===== config.mk =====
export PLATFORM = sky130hd
export DESIGN_NAME = alu_sequencer
export DESIGN_NICKNAME = d
export VERILOG_FILES = /design/src/rtl/alu_sequencer.sv
export SDC_FILE = /design/constraint.sdc
export NUM_CORES = 1
export LEC_CHECK = 0
export CAP_MARGIN = 20
export CORE_MARGIN = 10
export CORE_UTILIZATION = 54
export DETAILED_ROUTE_END_ITERATION = 12
export PLACE_DENSITY = 0.88
export SYNTH_ARGS = -nofsm -noshare
export SYNTH_HDL_FRONTEND = slang
export SYNTH_SLANG_ARGS = --single-unit

===== constraint.sdc =====
create_clock -name clk -period 3.4 [get_ports clk]
set_input_delay 0.68 -clock clk [delete_from_list [all_inputs] [get_ports clk]]
set_output_delay 0.68 -clock clk [all_outputs]
set_load 0.03 [all_outputs]

===== src/rtl/alu_sequencer.sv =====
// rtl/alu_sequencer.sv - two-read operand sequencer, B shifter and ALU with register file write-back
// Optional status flags: define ALU_SEQ_STATUS_EN to build the Z/N/V registers.
`timescale 1ns/1ps

module alu_sequencer #(
    parameter int W = 16
) (
    input  logic         clk,
    input  logic         rst_n,
    input  logic         start,
    input  logic [1:0]   op,
    input  logic [1:0]   shift,
    input  logic [2:0]   rd,
    input  logic [2:0]   rn,
    input  logic [2:0]   rm,
    input  logic [W-1:0] rf_rdata,
    output logic [2:0]   readnum,
    output logic [2:0]   writenum,
    output logic         write,
    output logic [W-1:0] rf_wdata,
    output logic [W-1:0] result,
    output logic         busy,
    output logic         done,
    output logic         Z,
    output logic         N,
    output logic         V
);

    typedef enum logic [2:0] {
        S_IDLE,
        S_READ_A,
        S_READ_B,
        S_EXEC,
        S_WRITE
    } state_t;

    state_t       state;
    logic [1:0]   op_q;
    logic [1:0]   shift_q;
    logic [2:0]   rd_q;
    logic [2:0]   rm_q;
    logic [W-1:0] a_q;
    logic [W-1:0] b_q;
    logic [W-1:0] c_q;

    logic [W-1:0] sb;
    logic         is_sub;
    logic [W-1:0] addend;
    logic [W-1:0] sum;
    logic [W-1:0] alu_y;

    always_comb begin
        case (shift_q)
            2'b01:   sb = {b_q[W-2:0], 1'b0};
            2'b10:   sb = {1'b0, b_q[W-1:1]};
            2'b11:   sb = {b_q[W-1], b_q[W-1:1]};
            default: sb = b_q;
        endcase
        is_sub = (op_q == 2'b01);
        // Subtract as A + ~sB + 1 so ADD and SUB share one adder
        addend = is_sub ? ~sb : sb;
        sum    = a_q + addend + {{(W-1){1'b0}}, is_sub};
        case (op_q)
            2'b10:   alu_y = a_q & sb;
            2'b11:   alu_y = ~sb;
            default: alu_y = sum;
        endcase
    end

    // Control outputs are registered alongside the state so they decode cleanly off the clock
    always_ff @(posedge clk or negedge rst_n) begin
        if (!rst_n) begin
            state    <= S_IDLE;
            op_q     <= '0;
            shift_q  <= '0;
            rd_q     <= '0;
            rm_q     <= '0;
            a_q      <= '0;
            b_q      <= '0;
            c_q      <= '0;
            readnum  <= '0;
            writenum <= '0;
            write    <= 1'b0;
            busy     <= 1'b0;
            done     <= 1'b0;
        end else begin
            case (state)
                S_IDLE: begin
                    if (start) begin
                        op_q    <= op;
                        shift_q <= shift;
                        rd_q    <= rd;
                        rm_q    <= rm;
                        readnum <= rn;
                        busy    <= 1'b1;
                        state   <= S_READ_A;
                    end
                end
                S_READ_A: begin
                    a_q     <= rf_rdata;
                    readnum <= rm_q;
                    state   <= S_READ_B;
                end
                S_READ_B: begin
                    b_q     <= rf_rdata;
                    readnum <= '0;
                    state   <= S_EXEC;
                end
                S_EXEC: begin
                    c_q      <= alu_y;
                    write    <= 1'b1;
                    writenum <= rd_q;
                    done     <= 1'b1;
                    state    <= S_WRITE;
                end
                S_WRITE: begin
                    write    <= 1'b0;
                    writenum <= '0;
                    done     <= 1'b0;
                    busy     <= 1'b0;
                    state    <= S_IDLE;
                end
                default: begin
                    readnum  <= '0;
                    writenum <= '0;
                    write    <= 1'b0;
                    done     <= 1'b0;
                    busy     <= 1'b0;
                    state    <= S_IDLE;
                end
            endcase
        end
    end

    assign result   = c_q;
    assign rf_wdata = c_q;

`ifdef ALU_SEQ_STATUS_EN
    logic z_q;
    logic n_q;
    logic v_q;
    logic alu_v;

    // Overflow when both adder inputs share a sign the sum does not
    assign alu_v = !op_q[1] && (a_q[W-1] == addend[W-1]) && (sum[W-1] != a_q[W-1]);

    always_ff @(posedge clk or negedge rst_n) begin
        if (!rst_n) begin
            z_q <= 1'b0;
            n_q <= 1'b0;
            v_q <= 1'b0;
        end else if (state == S_EXEC) begin
            z_q <= (alu_y == '0);
            n_q <= alu_y[W-1];
            v_q <= alu_v;
        end
    end

    assign Z = z_q;
    assign N = n_q;
    assign V = v_q;
`else
    assign Z = 1'b0;
    assign N = 1'b0;
    assign V = 1'b0;
`endif

endmodule


==> flow_summary.json, run 1 <==
{
  "final_cells": 603,
  "first_pass_iters": 5,
  "ys_ff_latch": 69,
  "hold_viol_final": 0,
  "fmax_mhz": 319,
  "skew_ns": 0.00982,
  "grt.overflow.total": 0,
  "cts_max_level": 3,
  "setup_violations": 0,
  "fin_crit_ns": 3.14,
  "drt_wl_total_um": 10800,
  "synth_top_area_cell": "dfrtp_1",
  "synth_ff_type": "dfrtp_1",
  "worstSetupPathType": "reg -> reg",
  "cts_tree": "yes",
  "nets": 546,
  "crit_fanout": 10,
  "die-area_um2": 12100,
  "synth.distinct_cells": 51,
  "maxSlewViolCount": 0,
  "syn2layout_area_growth_pct": 21.4,
  "required_ns": 3.63,
  "cpPeakStageDelay_ns": 0.52,
  "final_core_util_pct": 67.8,
  "fp.dieH_um": 110,
  "route.detailed.drc": 0,
  "io_buffer_count": 72,
  "clk_pin_slew_ns": 0.08,
  "slowest_stage": "dfrtp_2",
  "dp_cells": 587,
  "place_congestion": 0.977,
  "grt_max_degree": 47,
  "start_kind": "flop",
  "crit_arrival_ns": 3.37,
  "grt_pass1_vias": 3416,
  "async_flop_share_pct": 100,
  "synth_top_area_share_pct": 39.6,
  "syn_avg_cell_area_um2": 9.83,
  "vias": 3501,
  "start_util_pct": 55.9,
  "antenna_left": 0,
  "cts.sinks": 69,
  "holdWs_ns": 0.252,
  "fp.dieW_um": 110,
  "max_cap_viol_count": 0,
  "grt_usage_pct": 18.0,
  "clk_path_buf_depth": 2,
  "final_cell_mix": "clkdlybuf4s50_1 (71), dfrtp_1 (67), mux2_2 (45)",
  "ys_seq_area_share_pct": 39.6,
  "initialDrtViolationCount": 316,
  "antenna_cells": 0,
  "worst_setup_path_end_kind": "flop",
  "synth_edf_count": 0,
  "cts_root_buffer": "clkbuf_8",
  "slew_headroom_pct": 59.5,
  "yosys_warnings": 0,
  "antenna_found_initial": 0,
  "drive_gt1_share_pct": 19.0,
  "fin_setup_tns_ns": 0,
  "post-route-period-util_pct": 92.3,
  "cts_buffers": 9,
  "grt_setup_unrepaired": "false",
  "dp_hpwl_um": 7880,
  "worstSkewPairLatency_ns": 0.35,
  "grt_pass1_wl_um": 17400,
  "worst_pin_slew_ns": 0.601,
  "hold_class": "in -> async",
  "wl_per_cell_um": 17.9,
  "synthesis.area_um2": 4360,
  "outcome": "complete, no violations",
  "ys_top_cells_by_area": "dfrtp_1 (40%), mux2_2 (12%), a21oi_1 (5.0%)",
  "fillers": 588,
  "syn_inst": 444,
  "core-area_um2": 7810,
  "via_per_inst": 5.81,
  "num_rows": 32,
  "cp_cell_sequence": "mux2i_1, nor2_1, a21oi_1, xnor2_1, ha_1, nand3_1, o211ai_1, nand3_1, nor4b_1, o31ai_1, xnor2_1, a21oi_1",
  "ios": 76,
  "final_common_cell": "clkdlybuf4s50_1"
}
## layer usage
layer  share of wire (%)  GRT usage (%)  up-vias
li1                    -              -     1657
met3                 8.0           3.57       17
met1                  43           24.0     1692
met4                 1.3           6.13        0
met5                   0              0        -
met2                  48           28.6      135
## path summary, 6_finish.rpt
check | from | endpoint | slack (ns) | depth (start not counted)
max | shift_q[0] | result[14] | 0.26 | 12
max reg2reg | shift_q[0] | result[14] | 0.26 | 12
min reg2reg | busy | busy | 0.49 | 1
min | rst_n | a_q[4] | 0.25 | 1
max in group asynchronous | rst_n | b_q[12] | 2.44 | 3
min in group clk | busy | busy | 0.49 | 1
## critical path: cells and delay by family, from the launching register on
family          cells  cell delay [ns]
compound gates      4             1.04
simple gates        4             0.58
flops               1             0.52
fa+ha+maj           1             0.35
xor+xnor            2             0.27
mux                 1             0.26
## through the flow
stage               setup slack [ns]  area (um2)
floorplan                      0.393        4370
global placement               0.270        5040
detailed placement             0.142        5040
CTS                            0.109        5260
global route                 0.00174        5300
finish                         0.262        5300
## synthesized netlist by cell type (all sizes together) (4+ instances only)
| master | count |
|---|---|
| mux2 | 45 |
| nor3b | 4 |
| inv | 6 |
| ha | 16 |
| o21ai | 20 |
| nand3 | 13 |
| a21o | 7 |
| a21oi | 44 |
| nor3 | 7 |
| xor2 | 7 |
| clkbuf | 14 |
| a31o | 4 |
| xnor2 | 19 |
| mux2i | 19 |
| nor2 | 31 |
| a211oi | 4 |
| buf | 30 |
| or3b | 8 |
| nor2b | 5 |
| nand2 | 34 |
| dfrtp | 69 |
| or3 | 4 |
## kinds of logic (layout without fill, tap and decap cells)
logic type / after synthesis / in the layout / synth area share, %
xor+xnor: 26 / 26 / 5.22
fa+ha+maj: 17 / 17 / 5.05
flops: 69 / 69 / 39.6
buf+inv: 50 / 105 / 6.48
mux: 64 / 64 / 16.0
compound gates: 98 / 98 / 13.8
other cells: 1 / 3 / 0.0859
simple gates: 119 / 119 / 13.9
## area by class of cell
| cell class | instances | area, um2 | area share, % |
|---|---|---|---|
| multi-input cells | 327 | 2380 | 44.9 |
| flip-flops and latches | 69 | 1730 | 32.6 |
| repair buffers | 84 | 818 | 15.5 |
| clock buffers | 10 | 138 | 2.60 |
| well taps | 102 | 128 | 2.41 |
| clock inverters | 5 | 83.8 | 1.58 |
| inverters | 6 | 22.5 | 0.425 |
## registers in the layout (all words and copies together), names as in the netlist, 2 cells and up
| signal | cells |
|---|---|
| writenum | 3 |
| op_q | 2 |
| rm_q | 3 |
| state | 3 |
| rd_q | 3 |
| shift_q | 2 |
| b_q | 16 |
| a_q | 16 |
| result | 16 |
| readnum | 3 |
## repair_timing
item                                    in CTS  in global routing
endpoints found under the setup margin       0                  5
resized for setup                            0                  4
buffers inserted                             0                  0
endpoints found under the hold margin        0                  0
hold buffers                                 0                  0
Power of run 1 is left out: the tool's default activity adds up to more than one toggle a clock period on the data nets, which glitch-free logic cannot reach.
==> inputs of run 2 (changes only) <==
--- a/config.mk
+++ b/config.mk
@@ -9,6 +9,7 @@
 export CORE_MARGIN = 10
 export CORE_UTILIZATION = 54
 export DETAILED_ROUTE_END_ITERATION = 12
+export HOLD_SLACK_MARGIN = 0.06
 export PLACE_DENSITY = 0.88
 export SYNTH_ARGS = -nofsm -noshare
 export SYNTH_HDL_FRONTEND = slang
==> results of run 2 <==
No change in the layout: final DEF, timing and power equal those of run 1.
Power of run 2 is left out for the same reason.
==> inputs of run 3 (changes only) <==
--- a/config.mk
+++ b/config.mk
@@ -7,10 +7,11 @@
 export LEC_CHECK = 0
 export CAP_MARGIN = 20
 export CORE_MARGIN = 10
-export CORE_UTILIZATION = 54
+export CORE_UTILIZATION = 40
 export DETAILED_ROUTE_END_ITERATION = 12
+export DONT_BUFFER_PORTS = 1
 export HOLD_SLACK_MARGIN = 0.06
-export PLACE_DENSITY = 0.88
+export PLACE_DENSITY = 0.61
 export SYNTH_ARGS = -nofsm -noshare
 export SYNTH_HDL_FRONTEND = slang
 export SYNTH_SLANG_ARGS = --single-unit
==> run 3 against run 2 <==
Fmax is 2.7% higher. Clock-buffer cell count is 3 higher. Sequential cell count stayed put. Global-route usage is 5.4 points lower. Final area is 13% lower. Critical path depth stayed put.
==> flow_summary.json, run 3 (same netlist as run 1, synthesis figures left out) <==
{
  "clk_path_buf_depth": 2,
  "maxSlewViolCount": 0,
  "dp_hpwl_um": 7400,
  "drive_gt1_share_pct": 21.2,
  "drt_wl_total_um": 9700,
  "cts_max_level": 3,
  "cts_root_buffer": "clkbuf_8",
  "initialDrtViolationCount": 136,
  "cts_setup_buffers": 0,
  "skew_ns": 0.0130,
  "syn2layout_area_growth_pct": 5.65,
  "route.detailed.drc": 0,
  "fp.dieH_um": 124,
  "max_cap_viol_count": 0,
  "place_congestion": 0.902,
  "slew_headroom_pct": 60.8,
  "placed_area_um2": 4370,
  "ios": 76,
  "grt_max_degree": 70,
  "fmax_mhz": 327,
  "wl_per_cell_um": 17.0,
  "vias": 3046,
  "antenna_found_initial": 1,
  "hold_viol_final": 0,
  "clk_pin_slew_ns": 0.08,
  "grt_pass1_wl_um": 16200,
  "fp.dieW_um": 124,
  "dp_cells": 552,
  "outcome": "complete, no violations",
  "final_cells": 571,
  "cts_buffers": 9,
  "grt.overflow.total": 0,
  "crit_fanout": 10,
  "cpPeakStageDelay_ns": 0.52,
  "setup_violations": 0,
  "start_kind": "flop",
  "cts_tree": "yes",
  "via_per_inst": 5.33,
  "slowest_stage": "dfrtp_2",
  "antenna_left": 0,
  "required_ns": 3.62,
  "design_area_um2": 4610,
  "core-area_um2": 10700,
  "cts.sinks": 69,
  "fin_crit_ns": 3.05,
  "worstSetupPathType": "reg -> reg",
  "worstSkewPairLatency_ns": 0.35,
  "grt_usage_pct": 12.6,
  "final_cell_mix": "dfrtp_1 (67), mux2_2 (45), a21oi_1 (44)",
  "start_util_pct": 40.6,
  "die-area_um2": 15500,
  "grt_setup_unrepaired": "false",
  "num_rows": 38,
  "grt_pass1_vias": 2937,
  "dp_slack_ns": 0.154,
  "post-route-period-util_pct": 89.8,
  "io_buffer_count": 0,
  "setup_slack_ns": 0.346,
  "cp_cell_sequence": "mux2i_1, nor2_1, a21oi_1, xnor2_1, fa_1, a21oi_1, o211ai_1, nand3_1, nor4b_1, o31ai_1, xnor2_1, a21oi_1",
  "worst_pin_slew_ns": 0.588,
  "crit_arrival_ns": 3.28,
  "crit_top_cell": "a21oi_1",
  "fin_setup_tns_ns": 0,
  "nets": 473,
  "hold_class": "in -> async",
  "final_common_cell": "dfrtp_1",
  "worst_setup_path_end_kind": "flop",
  "first_pass_iters": 4
}
[run 3: metrics by stage]
step | utilization, % | hold WS, ns
detailed placement | 40.6 | 0.387
global route | 42.9 | 0.205
floorplan | - | 0.384
finish | 42.9 | 0.197
global placement | 40.6 | 0.387
CTS | 42.8 | 0.208
[run 3: critical path, delay by kind of cell, from the launching register on]
kind | cells | cell delay (ns)
compound gates | 5 | 0.90
xor+xnor | 2 | 0.32
fa+ha+maj | 1 | 0.45
flops | 1 | 0.52
mux | 1 | 0.22
simple gates | 3 | 0.53
[run 3: layout make-up]
class | instances | area (um2)
Fill cell | 1065 | 6130
Multi-Input combinational cell | 327 | 2370
Sequential cell | 69 | 1730
Tap cell | 140 | 175
Clock buffer | 13 | 159
Timing Repair Buffer | 11 | 103
Clock inverter | 3 | 43.8
Inverter | 6 | 22.5
Antenna cell | 2 | 5.00
[run 3: final timing paths]
check | start | end | slack, ns | cells past startpoint
min in group clk | rf_rdata[4] | a_q[4] | 0.48 | 1
max in group asynchronous | rst_n | shift_q[0] | 2.88 | 1
hold / removal | rst_n | done | 0.20 | 1
setup / recovery | shift_q[0] | result[14] | 0.35 | 12
setup reg to reg | shift_q[0] | result[14] | 0.35 | 12
hold reg to reg | rm_q[1] | rm_q[1] | 0.51 | 1
[run 3: what timing repair did]
action                                 CTS  global route
endpoints found under the hold margin   69             0
hold buffers                             1             0
resized for setup                        0             3
setup endpoints to repair                0             4
[run 3: routing by layer]
| layer | share of wire [%] | GRT usage, % | vias to the layer above | routed length [um] |
|---|---|---|---|---|
| li1 | - | - | 1506 | - |
| met1 | 48 | 17.0 | 1467 | 4610 |
| met2 | 44 | 17.9 | 65 | 4250 |
| met3 | 7.6 | 4.94 | 8 | 737 |
| met4 | 1.1 | 4.18 | 0 | 102 |
| met5 | 0 | 0 | - | 0 |
Power of run 3 is left out for the same reason.
